### src/rtl/mem_0_stage.sv
// First data-memory pipeline stage: registers EX results for Mem_1 and owns an in-order store buffer.
// Optional STORE_FWD_EN: loads hitting the buffer forward the youngest matching data instead of stalling.
module mem_0_stage #(
  parameter int SB_DEPTH = 4,
  parameter int ADDR_W   = 7
) (
  input  logic              clock,
  input  logic              reset,
  input  logic              ex_m0_oper,
  input  logic              ex_m0_readmem,
  input  logic              ex_m0_writemem,
  input  logic [31:0]       ex_m0_alu_out,
  input  logic [31:0]       ex_m0_regb,
  input  logic [4:0]        ex_m0_regdest,
  input  logic              ex_m0_writereg,
  output logic              m0_ex_stall,
  output logic              m0_m1_oper,
  output logic              m0_m1_readmem,
  output logic              m0_m1_writemem,
  output logic              m0_m1_writereg,
  output logic [31:0]       m0_m1_data_addr,
  output logic [31:0]       m0_m1_regb,
  output logic [4:0]        m0_m1_regdest,
  output logic              m0_m1_fwd_valid,
  output logic [31:0]       m0_m1_fwd_data,
  output logic              dmem_wre,
  output logic [ADDR_W-1:0] dmem_waddr,
  output logic [31:0]       dmem_wdata
);

  localparam int PTR_W = $clog2(SB_DEPTH);
  localparam int CNT_W = PTR_W + 1;

  logic [ADDR_W-1:0] sb_addr [SB_DEPTH];
  logic [31:0]       sb_data [SB_DEPTH];
  logic [PTR_W-1:0]  head, tail;
  logic [CNT_W-1:0]  count;

  logic [ADDR_W-1:0] ex_waddr;
  logic              is_store, is_load, sb_full, sb_empty;
  logic              hit, accept, push, pop, port_free;
  logic [PTR_W-1:0]  idx;
`ifdef STORE_FWD_EN
  logic [31:0]       hit_data;
`endif

  assign ex_waddr = ex_m0_alu_out[ADDR_W+1:2];
  assign is_store = ex_m0_oper & ex_m0_writemem & ~ex_m0_readmem;
  assign is_load  = ex_m0_oper & ex_m0_readmem;
  assign sb_full  = (count == CNT_W'(SB_DEPTH));
  assign sb_empty = (count == '0);

  // Scan oldest to youngest so the last match found is the youngest entry.
  always_comb begin
    hit = 1'b0;
    idx = '0;
`ifdef STORE_FWD_EN
    hit_data = '0;
`endif
    for (int k = 0; k < SB_DEPTH; k++) begin
      idx = head + PTR_W'(k);
      if ((CNT_W'(k) < count) && (sb_addr[idx] == ex_waddr)) begin
        hit = 1'b1;
`ifdef STORE_FWD_EN
        hit_data = sb_data[idx];
`endif
      end
    end
  end

`ifdef STORE_FWD_EN
  assign m0_ex_stall = is_store & sb_full;
`else
  assign m0_ex_stall = (is_store & sb_full) | (is_load & hit);
`endif

  assign accept     = ex_m0_oper & ~m0_ex_stall;
  assign push       = accept & is_store;
  assign port_free  = ~(m0_m1_oper & m0_m1_readmem);
  assign pop        = port_free & ~sb_empty;
  assign dmem_wre   = pop;
  assign dmem_waddr = sb_empty ? '0 : sb_addr[head];
  assign dmem_wdata = sb_empty ? '0 : sb_data[head];

  // Store buffer: a full buffer always stalls the store, so push never collides with an unpopped head.
  always_ff @(posedge clock or posedge reset) begin
    if (reset) begin
      head  <= '0;
      tail  <= '0;
      count <= '0;
      for (int i = 0; i < SB_DEPTH; i++) begin
        sb_addr[i] <= '0;
        sb_data[i] <= '0;
      end
    end else begin
      if (push) begin
        sb_addr[tail] <= ex_waddr;
        sb_data[tail] <= ex_m0_regb;
        tail          <= tail + 1'b1;
      end
      if (pop)
        head <= head + 1'b1;
      if (push && !pop)
        count <= count + 1'b1;
      else if (pop && !push)
        count <= count - 1'b1;
    end
  end

  // Stalls and bubbles clear the whole bundle; the buffer, not Mem_1, performs store writes.
  always_ff @(posedge clock or posedge reset) begin
    if (reset) begin
      m0_m1_oper      <= 1'b0;
      m0_m1_readmem   <= 1'b0;
      m0_m1_writemem  <= 1'b0;
      m0_m1_writereg  <= 1'b0;
      m0_m1_data_addr <= '0;
      m0_m1_regb      <= '0;
      m0_m1_regdest   <= '0;
    end else if (accept) begin
      m0_m1_oper      <= 1'b1;
      m0_m1_readmem   <= ex_m0_readmem;
      m0_m1_writemem  <= ex_m0_writemem & ~is_store;
      m0_m1_writereg  <= ex_m0_writereg;
      m0_m1_data_addr <= ex_m0_alu_out;
      m0_m1_regb      <= ex_m0_regb;
      m0_m1_regdest   <= ex_m0_regdest;
    end else begin
      m0_m1_oper      <= 1'b0;
      m0_m1_readmem   <= 1'b0;
      m0_m1_writemem  <= 1'b0;
      m0_m1_writereg  <= 1'b0;
      m0_m1_data_addr <= '0;
      m0_m1_regb      <= '0;
      m0_m1_regdest   <= '0;
    end
  end

`ifdef STORE_FWD_EN
  always_ff @(posedge clock or posedge reset) begin
    if (reset) begin
      m0_m1_fwd_valid <= 1'b0;
      m0_m1_fwd_data  <= '0;
    end else if (accept && is_load && hit) begin
      m0_m1_fwd_valid <= 1'b1;
      m0_m1_fwd_data  <= hit_data;
    end else begin
      m0_m1_fwd_valid <= 1'b0;
      m0_m1_fwd_data  <= '0;
    end
  end
`else
  assign m0_m1_fwd_valid = 1'b0;
  assign m0_m1_fwd_data  = '0;
`endif

endmodule

### config.mk
export PLATFORM = sky130hd
export DESIGN_NAME = mem_0_stage
export DESIGN_NICKNAME = d
export VERILOG_FILES = /design/src/rtl/mem_0_stage.sv
export SDC_FILE = /design/constraint.sdc
export NUM_CORES = 1
export LEC_CHECK = 0
export CELL_PAD_IN_SITES_DETAIL_PLACEMENT = 1
export CELL_PAD_IN_SITES_GLOBAL_PLACEMENT = 1
export CORE_UTILIZATION = 43
export DETAILED_ROUTE_END_ITERATION = 12
export HOLD_SLACK_MARGIN = 0.02
export PLACE_DENSITY_LB_ADDON = 0.2
export RECOVER_POWER = 25
export SYNTH_ARGS = -nofsm -noshare
export SYNTH_HDL_FRONTEND = slang
export SYNTH_SLANG_ARGS = --single-unit
### constraint.sdc
create_clock -name clock -period 11.3 [get_ports clock]
set_input_delay 2.26 -clock clock [delete_from_list [all_inputs] [get_ports clock]]
set_output_delay 2.26 -clock clock [all_outputs]
set_load 0.01 [all_outputs]
== Yosys cells after proc, flatten, opt, wreduce, memory -nomap -nowiden ==
Cells that the tools add are included.
Storage, ports and cells
  flip-flop bits (word level): 236
Cells by class
  add/subtract/negate cells: 6
  $lt $le $gt $ge: 10
  equality and inequality tests: 5
  mux-type cells: 36
  bitwise logic cells: 21
  reductions and logical operators: 11
Operators by type and width (count)
  32-bit two-way mux: 6
  128-bit bitwise mux: 1
  7-bit two-way mux: 10
  32-bit binary-select mux with 2-bit select: 1
  32-bit demux with 2-bit select: 1
  7-bit binary-select mux with 2-bit select: 4
  28-bit bitwise mux: 1
  7-bit equality test: 4
  3-bit >= comparator (second input constant): 5
  2-bit inverter with 3-bit output: 5
  7-bit demux with 2-bit select: 1
  1-bit bitwise AND: 10
  1-bit two-way mux: 8
  1-bit logical AND: 7
  1-bit by 3-bit less-than comparator with 1-bit output (first input constant): 2
  2-bit by 3-bit less-than comparator with 1-bit output (first input constant): 2
  3-bit two-way mux: 2
  5-bit two-way mux: 1
  1-bit inverter: 5
  2-bit by 1-bit adder with 2-bit output (second input constant): 2
  2-bit adder (second input constant): 2
  3-bit by 1-bit adder with 3-bit output (second input constant): 1
  3-bit equality test (second input constant): 1
  3-bit logical NOT: 1
  5 further kinds: 6

== Logic depth before layout (Yosys ltp) ==
  depth after elaboration: 19
  mapped depth: 11
  depth with buffers taken out: 9

== Worst setup path before layout ==
No wires, ideal clock.
  path type: input-to-output
  from: input port ex_m0_alu_out[4]
  to: output port m0_ex_stall
  arrival: 3.800 ns
  required time: 9.040 ns
  slack: 5.240 ns
  cell stages on the path: 7
  path buffers: 2
  path through: buf_2 > xnor2_1 > mux2_2 > or4_1 > o22ai_2 > buf_6 > o311a_1
On the way
  word-level cells in the longest chain between the ends: 8
  elaborated cells on any way between the ends: 14
Ends and longest elaborated chain
  from (decl): RTL line 12  | input logic [31:0] ex_m0_alu_out,
  7-bit equality test: RTL line 62  | if ((CNT_W'(k) < count) && (sb_addr[idx] == ex_waddr)) begin
  1-bit logical AND: RTL line 62
  1-bit two-way mux (3 in a row): RTL line 62
  1-bit two-way mux *: RTL line 62
  1-bit bitwise AND *: RTL line 74  | assign m0_ex_stall = (is_store & sb_full) | (is_load & hit);
  1-bit OR *: RTL line 74
  to (decl): RTL line 16  | output logic m0_ex_stall,
Mark *: on every way between the ends. The rest lies on a longest branch, timed or not.

== Worst setup path in the final report ==
Ends and elaborated chain as after synthesis.

==> results.txt <==
- Outcome: complete, but fails checks
* Failing checks: max-capacitance violations, max-slew violations
- For this design the static power due to leakage is 6.419 nW.
* HPWL after detailed placement: 19.90 mm
- The path class of the tightest hold or removal check is reg2reg.
- Counting both buffers and inverters, the worst setup path holds a total of 2.
- Number of gates given a new drive strength after cts: 0
* Wire length of the first global-routing pass: 51.66 mm
* Floorplan die width: 170.3 um
* Layout Nets: 1177
* Final-layout setup total negative slack: 0 ns
* Crit path kind: in2out
- In this run, distinct cell masters in the synthesized netlist total 44.
- Final clock period utilization by the worst path: 71.80%
- Number of buffers created by CTS: 26
- In this run the vertical extent of the chip is 170.3 um.
- Layout Area Growth over Synthesis: 21.70%
* Final hold violations: 0
* Number of I/O pins: 222
- Global router's overall resource usage: 23.04%
* Placer's final routability congestion estimate: 0.8122
* Beginning of the worst hold path: sb_data[19]
- The slowest stage of the critical path belongs to the cell o22ai_4.
* Vias: 8142
- After clock tree synthesis, the setup repair step added 0 buffers.
* Final-report setup violation count: 0
- At the later pin of the worst-skew pair, clock insertion delay measures 0.53 ns.
* YS warnings: 0
- Measured in cells, the most critical reg-to-reg path has a length of 10.
- The share of the Yosys chip area taken by registers is 48.50%.
- Category of cells accounting for the largest share of critical-path delay: buffers and inverters
* Fraction of layout cells with a size suffix above 1: 28.40%
* Largest net degree at the start of global routing: 110
* Clock Path Buffers: 3
* CTS tree: done
* Origin of the worst setup path: ex_m0_alu_out[4]
* H-Tree Depth: 1
- Setup repair after global routing left no endpoint under its margin.
* Detailed-router iteration count before antenna repair: 4
* Async SR Flop Fraction: 100.0%
- Most common flop cell mapped by yosys: dfrtp_1
* Worst Hold Path Cells: 1
- Critical Path Stages: 7
- Non-filler cells, final: 1488
* Most frequent cell on the critical path: clkdlybuf4s50_1
* Area leader, netlist: dfrtp_1
- Slew HR: -232.5%
- Number of fill cells in the layout: 2818
- After floorplanning, the core was sized to cover 0.02786 mm2.
- WL/cell: 21.64 um
* Aggregate routed wire length: 32.20 mm
- Final Max Slew Viols: 130
* Drt first-iter violations: 347
- After clock tree synthesis, the clock-pin slew on the worst setup and hold paths is 0.06 ns.
- Detail Route Antenna Nets: 0
* Pwr Density: 263.5 mW/mm2
- Timing would allow up to 0.1233 GHz.
- Once the floorplan was initialized, standard cells occupied 43.71% of the core.
* Post-CTS Hold Buffers: 0
- For this run, the slowest stage of the critical path takes 0.90 ns.
- Clk root buf: clkbuf_16
* Avg Synthesized Cell Area: 12.86 um2
- In the post-synthesis netlist, the cell with the most instances is dfrtp_1.
* Maximum fanout along the worst path: 22
- For the pin with the worst max-slew slack, the measured transition is 4.961 ns.
- During placement, the flow inserted port buffers numbering 188.
- Full die area: 0.02900 mm2
* Signal arrival time at the worst endpoint: 5.85 ns
- Top cell types by occurrence after synthesis: dfrtp_1 (236), mux2_2 (158), nand3_1 (102)
- Maximum ir drop on the vdd rail: 174.4 uV
* Nature of the critical path startpoint: input port
* Total overflow reported by the global router: 0
* Number of synthesized flops with an enable pin: 0
- Endpoint kind of the worst setup timing path: output pin
- The share of synthesized area in the top cell type comes to 48.50%.
- At the worst endpoint, the required time is 9.04 ns.
- The tool flagged a number of max-cap violations equal to 2.
* Number of global-route vias before repair: 8895
- Num Clock Sinks: 236
- DRC violations left: 0
- The worst path needs 8.114 ns of the cycle, external delays included.
- Antenna violations before repair: 1
- The synthesized design contains 236 register bits.
- Worst clock skew: 0.01246 ns
* Worst r2r src: count[1]
- Synthesis handed over a netlist of 947 instances.
- In this run the cell area of the synthesized design comes to 0.01218 mm2.
* Post-Route Utilization: 53.20%
* Most area-consuming cells after synthesis: dfrtp_1 (48%), mux2_2 (15%), mux4_2 (6.5%)
- Ratio of routed vias to standard cells: 5.472
- In this run, placement finished with an instance count of 1443.
- # rows: 61
- Critical path cell sequence: clkdlybuf4s50_1, xnor2_1, mux2_2, or4_1, o22ai_4, o311a_1, clkdlybuf4s50_1
cells by family after synthesis:
family / Yosys count / share of synthesized area (%)
other: 1 / 0.03080
AOI/OAI and AO/OA: 95 / 8.210
adders and majority gates: 9 / 0.9248
muxes: 235 / 24.64
xor gates and xnor gates: 35 / 2.518
buffers and inverters: 127 / 6.535
and+or+nand+nor: 209 / 8.642
DFF: 236 / 48.50
report_power, final:
group	total, W	internal [W]	switching (W)	leakage, nW
Sequential	0.00136	0.00117	0.000198	2.96
Clock	0.000783	0.000449	0.000333	0.380
Combinational	0.00176	0.000977	0.000781	3.08
Total	0.00390	0.00259	0.00131	6.42
flip-flops by register name, indices dropped and copies added, names as in the netlist:
signal / count
m0_m1_data_addr: 32
m0_m1_oper: 1
head: 2
tail: 2
m0_m1_writereg: 1
sb_data: 128
m0_m1_regdest: 5
m0_m1_writemem: 1
sb_addr: 28
count: 3
m0_m1_regb: 32
m0_m1_readmem: 1
metal layers:
metal | track usage [%] | up-vias | share of wire (%)
li1 | - | 3638 | -
met1 | 30.98 | 4283 | 44
met2 | 39.01 | 183 | 50
met3 | 3.488 | 38 | 4.2
met4 | 5.562 | 0 | 1.8
met5 | 0 | - | 0
final cells by class:
| class | instances | area, um2 | share of cell area [%] |
|---|---|---|---|
| clock buffer | 40 | 743.2 | 5.015 |
| clock inverter | 4 | 31.28 | 0.2111 |
| antenna | 1 | 2.502 | 0.01689 |
| multi-input combinational | 616 | 5637 | 38.04 |
| tap | 378 | 473.0 | 3.191 |
| timing repair buffer | 203 | 1983 | 13.38 |
| inverter | 10 | 38.79 | 0.2617 |
| sequential | 236 | 5911 | 39.89 |
path summary, 6_finish.rpt:
check	endpoint	slack [ns]
min	sb_data[19]	0.50
max in group asynchronous	sb_data[125]	5.09
min in group asynchronous	sb_addr[22]	3.72
max	m0_ex_stall	3.19
max reg2reg	count[2]	6.48
min reg2reg	sb_data[19]	0.50
layout by cell type, fill, tap and decap left out, types with 9 or more instances in the layout:
master / synthesis / routed
dfrtp_1: 236 / 234
mux2_2: 158 / 158
clkdlybuf4s50_1: 0 / 149
nand3_1: 102 / 102
o31ai_2: 59 / 59
nand2_1: 49 / 45
mux2i_1: 41 / 41
nor2b_1: 38 / 38
dlygate4sd3_1: 0 / 37
mux4_2: 35 / 35
conb_1: 1 / 33
xnor2_1: 27 / 27
clkbuf_16: 0 / 26
buf_4: 36 / 15
o31ai_1: 12 / 12
clkbuf_1: 52 / 11
ha_1: 9 / 9
through the flow:
step                      power [W]  area, um2  hold WS [ns]  setup WS [ns]
after floorplan            0.002501      12300        0.4739          2.565
after global placement     0.003106      14060        0.4815          3.279
after detailed placement   0.003155      14060        0.4878          3.245
after CTS                  0.003960      14840        0.5007          3.200
after global routing       0.004150      14820        0.5062          3.087
final                      0.003905      14820        0.5001          3.186
Note: power is estimated with default switching activity, not from simulation.
